<file path="config.mk">
export PLATFORM = sky130hd
export DESIGN_NAME = bus_timer
export DESIGN_NICKNAME = d
export VERILOG_FILES = /design/src/rtl/bus_timer_pkg.sv /design/src/rtl/bus_timer_prescaler.sv /design/src/rtl/bus_timer.sv
export SDC_FILE = /design/constraint.sdc
export NUM_CORES = 1
export LEC_CHECK = 0
export BUFFER_PORTS_ARGS = -buffer_cell sky130_fd_sc_hd__buf_2
export CAP_MARGIN = 20
export CORE_MARGIN = 5
export CORE_UTILIZATION = 55
export CTS_BUF_LIST = sky130_fd_sc_hd__clkbuf_2 sky130_fd_sc_hd__clkbuf_4 sky130_fd_sc_hd__clkbuf_8
export DETAILED_ROUTE_END_ITERATION = 10
export GPL_TIMING_DRIVEN = 0
export PLACE_DENSITY = 0.73
export SYNTH_ARGS = -nofsm -noshare
export SYNTH_HDL_FRONTEND = slang
export SYNTH_SLANG_ARGS = --single-unit
</file>
<file path="constraint.sdc">
create_clock -name clk -period 3.3 [get_ports clk]
set_input_delay 0.165 -clock clk [delete_from_list [all_inputs] [get_ports clk]]
set_output_delay 0.165 -clock clk [all_outputs]
set_load 0.05 [all_outputs]
</file>
<file path="src/rtl/bus_timer_pkg.sv">
// Shared register map, control/status bit positions and count type for bus_timer.
package bus_timer_pkg;

    localparam logic [3:0] REG_CTRL  = 4'd0;
    localparam logic [3:0] REG_STAT  = 4'd1;
    localparam logic [3:0] REG_RLD_L = 4'd2;
    localparam logic [3:0] REG_RLD_H = 4'd3;
    localparam logic [3:0] REG_CNT_L = 4'd4;
    localparam logic [3:0] REG_CNT_H = 4'd5;
    localparam logic [3:0] REG_PRE   = 4'd6;
    localparam logic [3:0] REG_CAP_L = 4'd8;
    localparam logic [3:0] REG_CAP_H = 4'd9;

    localparam int CTRL_EN   = 0;
    localparam int CTRL_AUTO = 1;
    localparam int CTRL_IE   = 2;
    localparam int CTRL_CIE  = 3;

    localparam int STAT_IF = 0;
    localparam int STAT_CF = 1;

    typedef logic [15:0] count_t;

endpackage

</file>
<file path="src/rtl/bus_timer_prescaler.sv">
// Clock divider for bus_timer: pcnt runs 0..pre while enabled, tick fires combinationally on pre.
// A clear forces pcnt to 0 and suppresses that cycle's tick so a reload or stop wins cleanly.
module timer_prescaler (
    input  logic       clk,
    input  logic       reset,
    input  logic       en,
    input  logic       clr,
    input  logic [7:0] pre,
    output logic       tick
);

    logic [7:0] pcnt;
    logic       at_top;

    assign at_top = (pcnt == pre);
    assign tick   = en & at_top & ~clr;

    always_ff @(posedge clk or negedge reset) begin
        if (!reset) begin
            pcnt <= 8'h00;
        end else if (clr || !en || at_top) begin
            pcnt <= 8'h00;
        end else begin
            pcnt <= pcnt + 8'd1;
        end
    end

endmodule

</file>
<file path="src/rtl/bus_timer.sv">
// 16-bit interval timer on the 6502 peripheral bus: writes at the edge, read data registered one cycle later.
// Optional capture input (cap_i, CAP regs, CF/CIE) is built only when TIMER_CAPTURE_EN is defined.
module bus_timer
    import bus_timer_pkg::*;
#(
    parameter logic [15:0] RST_RELOAD   = 16'hFFFF,
    parameter logic [7:0]  RST_PRESCALE = 8'h00
) (
    input  logic       clk,
    input  logic       reset,
    input  logic       cs,
    input  logic       we,
    input  logic [3:0] rs,
    input  logic [7:0] din,
    output logic [7:0] dout,
    output logic       irq
`ifdef TIMER_CAPTURE_EN
    ,
    input  logic       cap_i
`endif
);

    logic [3:0] ctrl;
    logic [3:0] ctrl_nxt;
    logic       flag_if;
    logic       flag_cf;
    count_t     rld;
    count_t     cnt;
    count_t     cap;
    logic [7:0] pre;
    logic [7:0] cnt_h_lat;
    logic [7:0] rdata;

    logic wr;
    logic rd;
    logic wr_ctrl;
    logic wr_stat;
    logic wr_rld_l;
    logic wr_rld_h;
    logic wr_pre;
    logic ctrl_en;
    logic ctrl_auto;
    logic ctrl_ie;
    logic ctrl_cie;
    logic pre_clr;
    logic tick;
    logic underflow;

    assign wr       = cs & we;
    assign rd       = cs & ~we;
    assign wr_ctrl  = wr && (rs == REG_CTRL);
    assign wr_stat  = wr && (rs == REG_STAT);
    assign wr_rld_l = wr && (rs == REG_RLD_L);
    assign wr_rld_h = wr && (rs == REG_RLD_H);
    assign wr_pre   = wr && (rs == REG_PRE);

    assign ctrl_en   = ctrl[CTRL_EN];
    assign ctrl_auto = ctrl[CTRL_AUTO];
    assign ctrl_ie   = ctrl[CTRL_IE];
    assign ctrl_cie  = ctrl[CTRL_CIE];

    // Restart the divide phase on a reload, on enable, and on any stop so no stale tick leaks out.
    assign pre_clr   = wr_rld_h | (wr_ctrl & (~din[CTRL_EN] | ~ctrl_en));
    assign underflow = tick & (cnt == 16'h0000);

    timer_prescaler u_prescaler (
        .clk   (clk),
        .reset (reset),
        .en    (ctrl_en),
        .clr   (pre_clr),
        .pre   (pre),
        .tick  (tick)
    );

`ifdef TIMER_CAPTURE_EN
    localparam logic [3:0] CTRL_WMASK = 4'hF;

    logic [2:0] cap_sync;
    logic       cap_edge;

    // Two flops of synchronisation, third flop only for edge detection.
    always_ff @(posedge clk or negedge reset) begin
        if (!reset) begin
            cap_sync <= 3'b000;
        end else begin
            cap_sync <= {cap_sync[1:0], cap_i};
        end
    end

    assign cap_edge = cap_sync[1] & ~cap_sync[2];

    always_ff @(posedge clk or negedge reset) begin
        if (!reset) begin
            cap <= 16'h0000;
        end else if (cap_edge) begin
            cap <= cnt;
        end
    end

    always_ff @(posedge clk or negedge reset) begin
        if (!reset) begin
            flag_cf <= 1'b0;
        end else if (cap_edge) begin
            flag_cf <= 1'b1;
        end else if (wr_stat && din[STAT_CF]) begin
            flag_cf <= 1'b0;
        end
    end
`else
    localparam logic [3:0] CTRL_WMASK = 4'h7;

    assign cap     = 16'h0000;
    assign flag_cf = 1'b0;
`endif

    // One-shot underflow clears EN after any same-cycle CPU write has been applied.
    always_comb begin
        ctrl_nxt = ctrl;
        if (wr_ctrl) begin
            ctrl_nxt = din[3:0] & CTRL_WMASK;
        end
        if (underflow && !ctrl_auto) begin
            ctrl_nxt[CTRL_EN] = 1'b0;
        end
    end

    always_ff @(posedge clk or negedge reset) begin
        if (!reset) begin
            ctrl <= 4'h0;
            rld  <= RST_RELOAD;
            pre  <= RST_PRESCALE;
        end else begin
            ctrl <= ctrl_nxt;
            if (wr_rld_l) begin
                rld[7:0] <= din;
            end
            if (wr_rld_h) begin
                rld[15:8] <= din;
            end
            if (wr_pre) begin
                pre <= din;
            end
        end
    end

    always_ff @(posedge clk or negedge reset) begin
        if (!reset) begin
            cnt <= RST_RELOAD;
        end else if (wr_rld_h) begin
            cnt <= {din, rld[7:0]};
        end else if (tick) begin
            if (cnt != 16'h0000) begin
                cnt <= cnt - 16'd1;
            end else if (ctrl_auto) begin
                cnt <= rld;
            end
        end
    end

    always_ff @(posedge clk or negedge reset) begin
        if (!reset) begin
            flag_if <= 1'b0;
        end else if (underflow) begin
            flag_if <= 1'b1;
        end else if (wr_stat && din[STAT_IF]) begin
            flag_if <= 1'b0;
        end
    end

    always_comb begin
        rdata = 8'h00;
        case (rs)
            REG_CTRL:  rdata = {4'h0, ctrl};
            REG_STAT:  rdata = {6'h00, flag_cf, flag_if};
            REG_RLD_L: rdata = rld[7:0];
            REG_RLD_H: rdata = rld[15:8];
            REG_CNT_L: rdata = cnt[7:0];
            REG_CNT_H: rdata = cnt_h_lat;
            REG_PRE:   rdata = pre;
            REG_CAP_L: rdata = cap[7:0];
            REG_CAP_H: rdata = cap[15:8];
            default:   rdata = 8'h00;
        endcase
    end

    // Reading CNT_L freezes the high byte so a following CNT_H read is coherent.
    always_ff @(posedge clk or negedge reset) begin
        if (!reset) begin
            dout      <= 8'h00;
            cnt_h_lat <= 8'h00;
        end else if (rd) begin
            dout <= rdata;
            if (rs == REG_CNT_L) begin
                cnt_h_lat <= cnt[15:8];
            end
        end
    end

    always_ff @(posedge clk or negedge reset) begin
        if (!reset) begin
            irq <= 1'b0;
        end else begin
            irq <= (flag_if & ctrl_ie) | (flag_cf & ctrl_cie);
        end
    end

endmodule
</file>
==> results.tsv <==
stage	metric	value	unit
yosys	synth_area_leaders	dfrtp_1, dfstp_2, mux2_2, nand2_1, a22o_1	
yosys	yosysUniqueCellTypes	61	
floorplan	die_w	92.9	um
floorplan	rows	30	
pwr	finalPower	0.00283	W
yosys	ys_seq_area_frac	0.467	
critical_path	crit_arrival	2.74	ns
timing	worstMarginPinSlew	1.03	ns
yosys	netlist_area	0.00378	mm^2
floorplan	die_height	92.9	um
placed_design	dp.cells	469	
yosys	synthCells	369	
routing	ant_nets	0	
yosys	synth_area_per_cell	10.3	um^2
finish	layoutNonFillerInstCount	487	
routing	wl_per_cell	19.1	um
routing	num_vias	2990	
outcome	status	finished clean	
yosys	synth_top_area_share	0.245	
finish	drive_gt1_frac	0.283	
floorplan	die_area	0.00864	mm^2
yosys	synth-async-reset-ratio	1.00	
routing	drc	0	
yosys	synth-adder-area-share	0.00992	
yosys	yosys.area_share.simple	0.196	
finish	final_core_util	0.624	
routing	via_per_inst	6.14	
floorplan	io_pins	25	
min_path	hold_depth	3	
yosys	synth_nets	388	
min_path	hold_class	primary input to flop	
clock_network	cts_setup_buffers	0	
finish	n_antenna_cell	0	
grt	grt_pass1_vias	2955	
timing	relSlewSlack	0.306	
timing	fin_crit_sh	0.747	
timing	finClkSkew	0.0111	ns
floorplan	core_area	0.00676	mm^2
clock_network	clockBufferDepth	2	
grt	grt_max_degree	70	
clock_network	clock_latency	0.35	ns
grt	grt_pass1_wl	15400	um
clock_network	cts_buffers	9	
job	maxCapViolations	0	
floorplan	initial_core_util	0.560	
finish	syn_to_final_growth	11.5	%
yosys	synth_edf_count	0	
clock_network	htreeDepth	3	
grt	globalRouteTotalUtil	0.236	
clock_network	cts_tree	built	
critical_path	r2r_cells	9	
clock_network	cts.reportedPaths.clkPinSlew	0.08	ns
timing	maxSlewViolCount	0	
yosys	synth_top_family_by_area	simple AND/OR/NAND/NOR gates	
clock_network	root_buffer	clkbuf_8	
timing	hold_violations	0	
placed_design	post-dp-hpwl	6770	um
pwr	power_density	670	mW/mm^2
timing	finalSetupTns	0	ns
yosys	synth_xor_xnor_area_share	0.0463	
critical_path	startpoint_type	flop	
yosys	synth_mux_area_frac	0.0873	
yosys	synthFlopType	dfrtp_1	
yosys	synth_area_leader_cell	dfrtp_1	
grt	overflow	0	
yosys	synth_compound_area_frac	0.164	
placed_design	gp_congestion	0.910	
routing	drt-initial-drc-count	250	
timing	setup_violations	0	
yosys	ys_seq_elements	69	
critical_path	cp-end-kind	flop	
yosys	yosysWarningCount	0	
critical_path	path_class	flop to flop	
routing	wl	9320	um
placed_design	port_buffers	20	
timing	fmaxAchievable	406	MHz
finish	fillCellCount	584	
clock_network	ctsResizeCount	0	
pwr	irDropWorstVdd	0.000469	V
critical_path	cp_data_required_time	3.57	ns
critical_path	critPathMaxFanout	10	
clock_network	clock-sinks	69	
pwr	leakage	1.85	nW
grt	grt_antenna_before_repair	0	
timing	final.min_clock_period	2.46	ns
routing	dr.pass1.iters	5	
finish	nNetsFinal	421	
timing	rsz0062_at_grt	no	
final timing paths:
path                           endpoint  slack, ns    start
max reg2reg                     cnt[14]       0.84   cnt[0]
min                             rld[14]       0.05   din[6]
min in group asynchronous       dout[7]       0.46    reset
min reg2reg                     rld[11]       0.47  rld[11]
max                             cnt[14]       0.84   cnt[0]
max in group asynchronous  cnt_h_lat[6]       2.26    reset
cell families (layout without fill, tap and decap cells):
| group | count (synthesis) | after routing |
|---|---|---|
| AO/OA/AOI/OAI | 82 | 82 |
| XOR/XNOR | 20 | 20 |
| adder cells (fa/ha/maj) | 3 | 3 |
| buffers and inverters | 24 | 62 |
| flip-flops | 69 | 69 |
| multiplexers | 30 | 30 |
| AND/OR/NAND/NOR | 141 | 141 |
per-stage QoR:
step           worst slack (ns)  instance area, um^2  hold slack (ns)
4_1_cts                   0.851                 4210           0.0386
2_1_floorplan              1.32                 3780           -0.131
3_3_place_gp              0.862                 3980            0.404
5_1_grt                   0.745                 4220           0.0470
6_report                  0.836                 4220           0.0503
3_5_place_dp              0.868                 3990            0.330
critical path, stage by stage, from the launching register on:
cell	delay, ns
dfstp_2	0.57
inv_1	0.08
ha_1	0.24
nor4b_2	0.20
nand4_4	0.21
nor2_4	0.07
o31ai_4	0.45
buf_6	0.23
nand2_1	0.10
o21ai_0	0.21
cell usage after synthesis, drive strengths merged (3+ instances only):
cell type and number:
nor2b 5, buf 8, inv 7, xor2 13, nor3 10, nor4 6, dfrtp 37, nand3 12
ha 3, o21ai 19, a22o 16, clkbuf 9, o211ai 3, a21oi 12, nand2b 5, nand2 61
o221ai 3, dfstp 32, and3 5, nand4 4, a22oi 8, mux2 24, nor2 20, mux2i 6
a31oi 3, xnor2 7
registers in the layout (all words and copies together), names as in the netlist, 3 cells and up:
register and flops:
cnt 16, rld 16, cnt_h_lat 8, dout 8, pre 8, u_prescaler.pcnt 8, ctrl 3
per-layer routing:
| layer | GRT usage | share of wire | vias to the layer above |
|---|---|---|---|
| li1 | - | - | 1409 |
| met1 | 0.332 | 0.46 | 1450 |
| met3 | 0.0366 | 0.066 | 19 |
| met4 | 0.112 | 0.020 | 0 |
| met5 | 0 | 0 | - |
| met2 | 0.355 | 0.45 | 112 |
power breakdown:
| part | switching [W] | leakage, nW | internal, W |
|---|---|---|---|
| Combinational | 0.000411 | 0.911 | 0.000310 |
| Sequential | 0.000230 | 0.830 | 0.00112 |
| Clock | 0.000335 | 0.105 | 0.000421 |
| Total | 0.000977 | 1.85 | 0.00185 |
cell usage in the layout, fill, tap and decap left out, types with 3 or more instances in the layout:
master     n
a22o_1    16
buf_4      3
xor2_1    13
o221ai_1   3
nor2b_1    5
clkinv_2   3
clkbuf_8   9
xnor2_1    7
buf_2     22
nor4_1     3
a22oi_1    8
nand2_1   60
dfrtp_1   37
nand2b_1   5
nand4_1    3
nor3_1     8
mux2_2    24
mux2i_1    6
o21ai_0   18
clkbuf_1   9
inv_1      7
a21oi_1   12
dfstp_2   32
a31oi_1    3
o211ai_1   3
nand3_1   12
and3_1     5
nor2_1    19
ha_1       3
area by class of cell:
type	instances	area [um^2]	share of cell area
plain buffers	17	86.3	0.0205
clock inverters	7	90.1	0.0214
inverters	7	26.3	0.00623
repair buffers	22	120	0.0285
flip-flops and latches	69	1770	0.419
clock buffers	9	124	0.0294
multi-input cells	276	1900	0.451
well taps	80	100	0.0237
timing repair:
action	4_1_cts	5_1_grt
endpoints found under the hold margin	37	0
hold buffers	1	0
setup endpoints to repair	0	0
No activity file was read; power rests on OpenSTA's default activity.
